==> src/rtl/common.sv <==
// Shared types for the memory stage of the pipeline.
//
// Contents:
//   REGISTER_WIDTH        - datapath width (32)
//   opcode_t              - major opcodes seen by the memory stage
//   load_funct3_t         - LB/LH/LW/LBU/LHU encodings
//   store_funct3_t        - SB/SH/SW encodings
//   memory_state_t        - memory stage FSM states
//   decoded_instruction_t - decoded instruction fields carried down the pipe
//   execute_to_memory_t   - payload arriving from execute
//   memory_to_writeback_t - payload leaving towards writeback
//   effective_address()   - rs1 + sign-extended I/S immediate
package common;

    localparam int REGISTER_WIDTH = 32;

    typedef enum logic [6:0] {
        OP_LOAD   = 7'b0000011,
        OP_IMM    = 7'b0010011,
        OP_STORE  = 7'b0100011,
        OP_REG    = 7'b0110011,
        OP_LUI    = 7'b0110111,
        OP_BRANCH = 7'b1100011
    } opcode_t;

    typedef enum logic [2:0] {
        LB  = 3'b000,
        LH  = 3'b001,
        LW  = 3'b010,
        LBU = 3'b100,
        LHU = 3'b101
    } load_funct3_t;

    typedef enum logic [2:0] {
        SB = 3'b000,
        SH = 3'b001,
        SW = 3'b010
    } store_funct3_t;

    typedef enum logic [1:0] {
        IDLE,
        REQUEST,
        WAIT_RESPONSE,
        OUTPUT
    } memory_state_t;

    typedef struct packed {
        opcode_t     opcode;
        logic [4:0]  rd;
        logic [2:0]  funct3;
        logic [4:0]  rs1;
        logic [4:0]  rs2;
        logic [11:0] i_type;
        logic [11:0] s_type;
    } decoded_instruction_t;

    typedef struct packed {
        decoded_instruction_t        decoded_instruction;
        logic [REGISTER_WIDTH-1:0]   rs1_value;
        logic [REGISTER_WIDTH-1:0]   rs2_value;
        logic [REGISTER_WIDTH-1:0]   alu_result;
        logic                        branch_taken;
        logic [REGISTER_WIDTH-1:0]   branch_target;
    } execute_to_memory_t;

    typedef struct packed {
        decoded_instruction_t        decoded_instruction;
        logic [REGISTER_WIDTH-1:0]   result;
    } memory_to_writeback_t;

    // Stores encode their offset in the S-type immediate, everything else
    // (loads in particular) in the I-type immediate. Wraps at 32 bits.
    function automatic logic [REGISTER_WIDTH-1:0] effective_address(input execute_to_memory_t p);
        logic [11:0] imm;
        imm = (p.decoded_instruction.opcode == OP_STORE) ? p.decoded_instruction.s_type
                                                         : p.decoded_instruction.i_type;
        return p.rs1_value + {{(REGISTER_WIDTH-12){imm[11]}}, imm};
    endfunction

endpackage

==> src/rtl/load_store_align.sv <==
// Purely combinational byte-lane logic for the memory stage.
//
// Ports:
//   is_load, is_store - kind of access being aligned
//   funct3            - width/sign selector (LB..LHU / SB..SW)
//   addr_lo           - low two bits of the effective byte address
//   store_value       - rs2 value to be stored
//   load_word         - raw 32-bit word returned by data memory
//   wstrb, wdata      - lane enables and replicated store data
//   load_data         - extracted and extended load result
//   misaligned        - access does not fit its natural alignment
module load_store_align
    import common::*;
(
    input  logic        is_load,
    input  logic        is_store,
    input  logic [2:0]  funct3,
    input  logic [1:0]  addr_lo,
    input  logic [31:0] store_value,
    input  logic [31:0] load_word,
    output logic [3:0]  wstrb,
    output logic [31:0] wdata,
    output logic [31:0] load_data,
    output logic        misaligned
);

    logic [7:0]  lane_byte;
    logic [15:0] lane_half;

    // Store data is replicated into every lane so the strobes alone pick
    // where it lands; loads never drive strobes.
    always_comb begin
        wstrb      = 4'b0000;
        wdata      = store_value;
        misaligned = 1'b0;
        if (is_store) begin
            case (funct3)
                SB: begin
                    wstrb = 4'b0001 << addr_lo;
                    wdata = {4{store_value[7:0]}};
                end
                SH: begin
                    wstrb      = 4'b0011 << addr_lo;
                    wdata      = {2{store_value[15:0]}};
                    misaligned = addr_lo[0];
                end
                SW: begin
                    wstrb      = 4'b1111;
                    misaligned = (addr_lo != 2'b00);
                end
                default: wstrb = 4'b0000;
            endcase
        end else if (is_load) begin
            case (funct3)
                LH, LHU: misaligned = addr_lo[0];
                LW:      misaligned = (addr_lo != 2'b00);
                default: misaligned = 1'b0;
            endcase
        end
    end

    always_comb begin
        case (addr_lo)
            2'd0:    lane_byte = load_word[7:0];
            2'd1:    lane_byte = load_word[15:8];
            2'd2:    lane_byte = load_word[23:16];
            default: lane_byte = load_word[31:24];
        endcase
        lane_half = addr_lo[1] ? load_word[31:16] : load_word[15:0];

        case (funct3)
            LB:      load_data = {{24{lane_byte[7]}}, lane_byte};
            LBU:     load_data = {24'd0, lane_byte};
            LH:      load_data = {{16{lane_half[15]}}, lane_half};
            LHU:     load_data = {16'd0, lane_half};
            default: load_data = load_word;
        endcase
    end

endmodule

==> src/rtl/stage4_memory.sv <==
// Memory stage: passes ALU results through, or performs one load/store on
// the data-memory request/response port before handing a result onward.
//
// Ports:
//   clk, rst                          - clock, synchronous active-high reset
//   axis_execute_to_memory_*          - stream in from execute (tvalid/tready/tdata)
//   axis_memory_to_writeback_*        - stream out to writeback (tvalid/tready/tdata)
//   dmem_req_valid/ready              - request handshake
//   dmem_req_write/addr/wdata/wstrb   - request contents (word-aligned address)
//   dmem_rsp_valid/rdata              - load response
//   misaligned_access                 - one-cycle pulse on a misaligned access
module stage4_memory
    import common::*;
(
    input  logic                 clk,
    input  logic                 rst,
    input  logic                 axis_execute_to_memory_tvalid,
    output logic                 axis_execute_to_memory_tready,
    input  execute_to_memory_t   axis_execute_to_memory_tdata,
    output logic                 axis_memory_to_writeback_tvalid,
    input  logic                 axis_memory_to_writeback_tready,
    output memory_to_writeback_t axis_memory_to_writeback_tdata,
    output logic                 dmem_req_valid,
    input  logic                 dmem_req_ready,
    output logic                 dmem_req_write,
    output logic [31:0]          dmem_req_addr,
    output logic [31:0]          dmem_req_wdata,
    output logic [3:0]           dmem_req_wstrb,
    input  logic                 dmem_rsp_valid,
    input  logic [31:0]          dmem_rsp_rdata,
    output logic                 misaligned_access
);

    memory_state_t      state_q, state_d;
    execute_to_memory_t payload_q;
    logic [31:0]        result_q, result_d;
    logic               misaligned_q, misaligned_d;

    logic               in_accept;
    execute_to_memory_t align_src;
    logic [31:0]        align_addr;
    logic               is_load, is_store;
    logic [3:0]         align_wstrb;
    logic [31:0]        align_wdata, align_load_data;
    logic               align_misaligned;
    logic               unused_align_bits;

    assign axis_execute_to_memory_tready = (state_q == IDLE) ||
                                           ((state_q == OUTPUT) && axis_memory_to_writeback_tready);
    assign in_accept = axis_execute_to_memory_tvalid && axis_execute_to_memory_tready;

    // On the accept cycle the decision (memory op? misaligned?) is made on the
    // incoming payload; afterwards the latched payload drives the request and
    // lane extraction, so one aligner serves both.
    assign align_src  = in_accept ? axis_execute_to_memory_tdata : payload_q;
    assign align_addr = effective_address(align_src);
    assign is_load    = (align_src.decoded_instruction.opcode == OP_LOAD);
    assign is_store   = (align_src.decoded_instruction.opcode == OP_STORE);

    assign unused_align_bits = ^{align_src.branch_taken, align_src.branch_target,
                                 align_src.decoded_instruction.rd,
                                 align_src.decoded_instruction.rs1,
                                 align_src.decoded_instruction.rs2};

    load_store_align u_align (
        .is_load     (is_load),
        .is_store    (is_store),
        .funct3      (align_src.decoded_instruction.funct3),
        .addr_lo     (align_addr[1:0]),
        .store_value (align_src.rs2_value),
        .load_word   (dmem_rsp_rdata),
        .wstrb       (align_wstrb),
        .wdata       (align_wdata),
        .load_data   (align_load_data),
        .misaligned  (align_misaligned)
    );

    assign dmem_req_write = is_store;
    assign dmem_req_addr  = {align_addr[31:2], 2'b00};
    assign dmem_req_wdata = align_wdata;
    assign dmem_req_wstrb = align_wstrb;

    assign axis_memory_to_writeback_tdata.decoded_instruction = payload_q.decoded_instruction;
    assign axis_memory_to_writeback_tdata.result              = result_q;
    assign misaligned_access                                  = misaligned_q;

    // Control state and the misalignment pulse are the only reset state.
    always_ff @(posedge clk) begin
        if (rst) begin
            state_q      <= IDLE;
            misaligned_q <= 1'b0;
        end else begin
            state_q      <= state_d;
            misaligned_q <= misaligned_d;
        end
    end

    // Payload and result registers keep their contents through reset.
    always_ff @(posedge clk) begin
        if (in_accept) begin
            payload_q <= axis_execute_to_memory_tdata;
        end
        result_q <= result_d;
    end

    // A new input can be accepted from IDLE or, back-to-back, from OUTPUT in
    // the same cycle the current result is taken; that accept overrides the
    // per-state next state chosen first.
    always_comb begin
        state_d                         = state_q;
        result_d                        = result_q;
        misaligned_d                    = 1'b0;
        dmem_req_valid                  = 1'b0;
        axis_memory_to_writeback_tvalid = 1'b0;

        case (state_q)
            IDLE: begin
                state_d = IDLE;
            end
            REQUEST: begin
                dmem_req_valid = 1'b1;
                if (dmem_req_ready) begin
                    if (is_store) begin
                        state_d  = OUTPUT;
                        result_d = 32'd0;
                    end else begin
                        state_d = WAIT_RESPONSE;
                    end
                end
            end
            WAIT_RESPONSE: begin
                if (dmem_rsp_valid) begin
                    result_d = align_load_data;
                    state_d  = OUTPUT;
                end
            end
            OUTPUT: begin
                axis_memory_to_writeback_tvalid = 1'b1;
                if (axis_memory_to_writeback_tready) begin
                    state_d = IDLE;
                end
            end
            default: state_d = IDLE;
        endcase

        if (in_accept) begin
            if (is_load || is_store) begin
                if (align_misaligned) begin
                    state_d      = OUTPUT;
                    result_d     = 32'd0;
                    misaligned_d = 1'b1;
                end else begin
                    state_d = REQUEST;
                end
            end else begin
                state_d  = OUTPUT;
                result_d = align_src.alu_result;
            end
        end
    end

endmodule

==> config.mk <==
export PLATFORM = sky130hd
export DESIGN_NAME = stage4_memory
export DESIGN_NICKNAME = d
export VERILOG_FILES = /design/src/rtl/common.sv /design/src/rtl/load_store_align.sv /design/src/rtl/stage4_memory.sv
export SDC_FILE = /design/constraint.sdc
export NUM_CORES = 1
export LEC_CHECK = 0
export BUFFER_PORTS_ARGS = -buffer_cell sky130_fd_sc_hd__buf_2
export CAP_MARGIN = 20
export CORE_AREA = 8 8 142 144
export CTS_BUF_LIST = sky130_fd_sc_hd__clkbuf_4 sky130_fd_sc_hd__clkbuf_8 sky130_fd_sc_hd__clkbuf_16
export DETAILED_ROUTE_END_ITERATION = 10
export DIE_AREA = 0 0 150 152
export PLACE_DENSITY = 0.78
export SYNTH_ARGS = -nofsm -noshare
export SYNTH_HDL_FRONTEND = slang
export SYNTH_SLANG_ARGS = --single-unit
export TNS_END_PERCENT = 1
==> constraint.sdc <==
create_clock -name clk -period 6.55 [get_ports clk]
set_input_delay 0.3275 -clock clk [delete_from_list [all_inputs] [get_ports clk]]
set_output_delay 0.3275 -clock clk [all_outputs]
set_load 0.005 [all_outputs]
-- After elaboration in Yosys (flattened, before gate mapping)
Cells that the tools add are included.
- add/sub/neg operators: 1
- eq/ne operators: 14
- shift-type cells: 2
- multiplexer cells: 31
- bitwise logic cells: 2
- reduce and logical (&&, ||, !) cells: 11
- operators with widths (cell ; count):
    $mux 32 ; 7
    $mux 178 ; 1
    $pmux 32 s2 ; 2
    $pmux 32 s4 ; 1
    $add 32x32->32 ; 1
    $pmux 8 s3 ; 1
    $mux 16 ; 1
    $mux 12 ; 1
    $mux 2 ; 6
    $pmux 4 s3 ; 1
    $ne 3x3->1 const B ; 3
    $pmux 2 s4 ; 1
    $eq 7x2->1 const B ; 1
    $eq 7x6->1 const B ; 1
    $eq 2x2->1 const B ; 3
    $eq 3x3->1 const B ; 2
    $mux 1 ; 6
    $eq 2x1->1 const B ; 2
    $logic_not 2->1 ; 2
    $mux 4 ; 1
    $pmux 1 s2 ; 2
    $shl 1x2->4 const A ; 1
    $shl 2x2->4 const A ; 1
    $eq 3x1->1 const B ; 1
    other kinds (9) ; 12
- register bits: 213
- bits of input ports: 216
- output and inout bits: 154
- word-level logic and storage cells: 76

-- Depth between registers and ports, before layout
- depth in word-level cells: 16
- gate-level depth with buffers: 24
- depth with buffers taken out: 20

-- Hierarchy
From an unflattened synthesis, not the netlist that was laid out.
- cells, all modules: 1182
- area, all modules: 9293.9 µm²
- modules (own cells, without submodules) (module ; instances ; cells an instance ; area an instance (µm²) ; seq. area each (µm²)):
    stage4_memory ; 1 ; 1001 ; 8000.2 ; 3113.0
    load_store_align ; 1 ; 181 ; 1293.7 ; 0.0

-- Worst setup path before layout
Ideal clock, no wire load.
- path kind: flip-flop to output port
- from: register state_q[0]
- to: output port dmem_req_addr[28]
- arrival: 4.399 ns
- data required time: 6.222 ns
- setup slack: 1.824 ns
- stages on the path, launching flop included: 22
- path buffers: 4
- path through: dfxtp_1 > inv_1 > ha_1 > a21o_2 > nand2_4 > buf_2 > clkbuf_1 > clkbuf_1 > clkbuf_1 > nand2_1 > nand2_1 > ha_1 > inv_1 > fa_1 > nor2b_1 > o21ai_0 > o21ai_0 > o21ai_0 > o21ai_1 > a31o_2 > mux2i_1 > o311a_1
- RTL lines (item ; line ; RTL):
    from (decl) ; stage4_memory.sv:34 ; memory_state_t state_q, state_d;
    from (signal assigned) ; stage4_memory.sv:93 ; state_q <= state_d;
    to (decl) ; stage4_memory.sv:26 ; output logic [31:0] dmem_req_addr,

-- Final worst setup path
- from: register state_q[0]
- to: output port dmem_req_addr[28]
- longest elaborated chain between the ends: 8
- elaborated cells between the ends (all ways): 9
- those cells by class: add/sub: 1; eq/ne: 2; mux: 2; reduce/logical: 4
- ends and longest elaborated chain (item ; line ; RTL):
    $eq 2x2->1 ; stage4_memory.sv:49 ; ((state_q == OUTPUT) && axis_memory_to_writeback_tready);
    $logic_and 1x1->1 ; stage4_memory.sv:49 ;
    $logic_or 1x1->1 * ; stage4_memory.sv:48 ; assign axis_execute_to_memory_tready = (state_q == IDLE) ||
    $logic_and 1x1->1 * ; stage4_memory.sv:50 ; assign in_accept = axis_execute_to_memory_tvalid && axis_execute_to_memory_tready;
    $mux 178 * ; - ;
    $eq 7x6->1 ; common.sv:75 ; imm = (p.decoded_instruction.opcode == OP_STORE) ? p.decoded_instruction.s_type
    $mux 12 ; common.sv:75 ;
    $add 32x32->32 * ; common.sv:77 ; return p.rs1_value + {{(REGISTER_WIDTH-12){imm[11]}}, imm};
Every way passes the cells marked *; elsewhere a longest branch is shown, timed or not.

==> flow_summary.yaml <==
setup_path:
  crit_arrival_ns: 5.63
  path_max_fanout: 36
  required_ns: 6.22
  r2r_cells: 18
  r2r_slack_ns: 1.02
  timing.rr.start: "state_q[0]$_SDFFE_PP0P_"
  startpoint_type: "register"
  crit_type: "reg -> out"
  startpoint: "state_q[0]$_SDFFE_PP0P_"
  endpoint_kind: "primary output"
  r2r-end: "result_q[16]$_DFF_P_"
  endpoint: "dmem_req_addr[28]"
sta:
  worst_pin_slew_ns: 1.09
  relSlewSlack: 0.276
  rsz0062_at_grt: "false"
  post-route-period-util: 0.909
  whs_ns: 0.0794
  setup_tns_ns: 0
  hold_viol: 0
  slew_violations: 0
  skew_ns: 0.0104
  setup_viol: 0
  fmax_mhz: 168
  fin_crit_ns: 5.95
clocking:
  ctsHoldBuffers: 0
  clk_latency_ns: 0.43
  cts_setup_buffers: 0
  cts_made_buffers: 17
  cts_resized: 0
  ctsHtreeMaxLevel: 4
  clkTransAtPathRegs_ns: 0.07
  clockBufferDepth: 2
  cts_tree: "yes"
  cts.sinks: 148
  root_buffer: "clkbuf_16"
pwr:
  power_leakage_nw: 5.40
  peakVddDrop_uv: 327
  powerDensity_nw_per_um2: 516
grt:
  grt.total_usage: 0.239
  grt_util_met1: 0.283
  grt_pass1_vias: 8322
  top_usage_layer: "met2"
  grt_pass1_wl_mm: 43.8
  grt-ovfl-total: 0
  grt_use_met3: 0.0582
  grt_start_max_net_pins: 53
  antenna_found_initial: 3
  use_met2: 0.400
synthesis:
  async_reset_ff_frac: 0
  synth_area_sq_um: 8480
  yosysSeqAreaShare: 0.367
  synth-seq-cells: 148
  ys_warn_count: 0
  synth_area_per_cell_sq_um: 7.75
  syn_inst: 1094
  yosysUniqueCellTypes: 70
  ys_dominant_reg_cell: "dfxtp_1"
  synth_edf_count: 15
floorplan:
  die_area_sq_um: 22800
  fp-row-count: 49
  initial_utilization: 0.477
  core-area_sq_um: 17800
  dieWidth_microns: 150
  die_y_microns: 152
  io_pins: 370
route:
  antenna_left: 0
  drc: 0
  initialDrtViolationCount: 483
  vias_per_cell: 5.37
  firstDrtPassIters: 5
  via_count: 8529
  routed_wl_mm: 28.4
  wl_per_cell_microns: 17.8
placed_design:
  portBuffers: 334
  globalplace.congestion: 0.895
  dpl.hpwl_mm: 22.1
run_status:
  status: "complete, no violations"
finish:
  drive_gt1_frac: 0.294
  syn_to_final_growth_pct: 23.2
  fin_nets: 1594
flow_run:
  max_cap_violations: 0
worst_hold_path:
  min_path_type: "in -> reg"
[synthesized netlist by cell type, types with 17 or more instances]
cell type / number / area share
nand2_1: 289 / 0.13
dfxtp_1: 133 / 0.31
nor2_1: 91 / 0.040
o21ai_0: 65 / 0.038
a21oi_1: 60 / 0.035
buf_4: 60 / 0.053
clkbuf_1: 41 / 0.018
inv_1: 36 / 0.016
ha_1: 35 / 0.052
mux2i_1: 34 / 0.040
xnor2_1: 22 / 0.023
a21o_1: 20 / 0.018
nand3_1: 17 / 0.010
[sequential cells by signal (all words and copies together), names as in the netlist]
signal / cells
axis_memory_to_writeback_tdata: 49
state_q: 2
result_q: 32
payload_q: 64
misaligned_access: 1
[worst min path at each step]
stage / from / to / cells after the start
floorplan: rst / state_q[1]$_SDFFE_PP0P_ / 1
global placement: payload_q[96]$_DFF_P_ / payload_q[96]$_DFF_P_ / 2
detailed placement: payload_q[96]$_DFF_P_ / payload_q[96]$_DFF_P_ / 2
CTS: axis_execute_to_memory_tdata[158] / axis_memory_to_writeback_tdata[61]$_DFFE_PN_ / 1
global route: axis_execute_to_memory_tdata[158] / axis_memory_to_writeback_tdata[61]$_DFFE_PN_ / 1
finish: axis_execute_to_memory_tdata[158] / axis_memory_to_writeback_tdata[61]$_DFFE_PN_ / 1
[placed cells by master, fill, tap and decap left out, drive strengths merged, types with 3 or more instances in the layout]
cell / count
o21bai: 3
a21o: 22
ha: 35
o221a: 3
a221oi: 9
xor2: 5
diode: 5
nand2: 290
nor2: 92
a21boi: 7
and3: 3
o211ai: 6
nor3: 11
nand2b: 5
o22ai: 8
inv: 45
nand3: 19
a21oi: 60
a32oi: 14
nor2b: 3
o32ai: 7
mux2i: 34
edfxtp: 15
xnor2: 22
dfxtp: 133
o21ai: 79
a2111oi: 4
o21a: 6
clkinvlp: 4
a31oi: 12
clkbuf: 17
buf: 343
[routing by layer]
metal | vias up | share of wire
met3 | 57 | 0.084
met4 | 0 | 0.029
met2 | 380 | 0.49
met1 | 3895 | 0.40
li1 | 4197 | -
met5 | - | 0
[per-stage QoR]
stage	setup WS (ns)	instances	util	area, sq um	power [W]
finish	0.596	1589	0.588	10500	0.00540
global route	0.0195	1587	0.587	10400	0.00581
CTS	0.583	1583	0.586	10400	0.00540
detailed placement	1.04	1551	0.553	9830	0.00438
global placement	1.11	1551	0.553	9830	0.00434
floorplan	1.82	1095	-	8480	0.00345
[cell families (layout without fill, tap and decap cells)]
| group | count (synthesis) | after routing | share of synthesized area |
|---|---|---|---|
| buffers and inverters | 153 | 413 | 0.0986 |
| and+or+nand+nor | 433 | 433 | 0.207 |
| adders and majority gates | 36 | 36 | 0.0540 |
| DFF | 148 | 148 | 0.367 |
| muxes | 37 | 37 | 0.0454 |
| AOI/OAI and AO/OA | 259 | 259 | 0.200 |
| xor gates and xnor gates | 27 | 27 | 0.0279 |
| other | 1 | 7 | 0.000442 |
[where the power goes]
part	internal [W]	switching (W)
Sequential	0.00126	0.000141
Combinational	0.00124	0.00176
Clock	0.000571	0.000423
[area by class of cell]
cell class	instances	area (sq um)
fill	1665	7330
multi-input combinational	794	4550
sequential	148	3110
timing repair buffer	343	1750
clock buffer	17	425
tap	229	287
clock inverter	15	168
inverter	38	146
antenna	5	12.5
[worst max-delay path, cell delays in order (launching register included)]
cell and delay (ns):
dfxtp_1 0.36, inv_1 0.09, ha_1 0.20, a21o_2 0.24
nand2_4 0.09, clkinv_2 0.41, a31oi_4 0.61, inv_4 0.23
a21boi_0 0.31, inv_1 0.09, fa_1 0.42, nor2b_1 0.14
o21ai_0 0.11, o21ai_0 0.44, o21ai_0 0.20, o21ai_1 0.43
a31o_2 0.30, mux2i_1 0.21, o311a_1 0.18, buf_2 0.11
(Power assumes the default switching activity.)
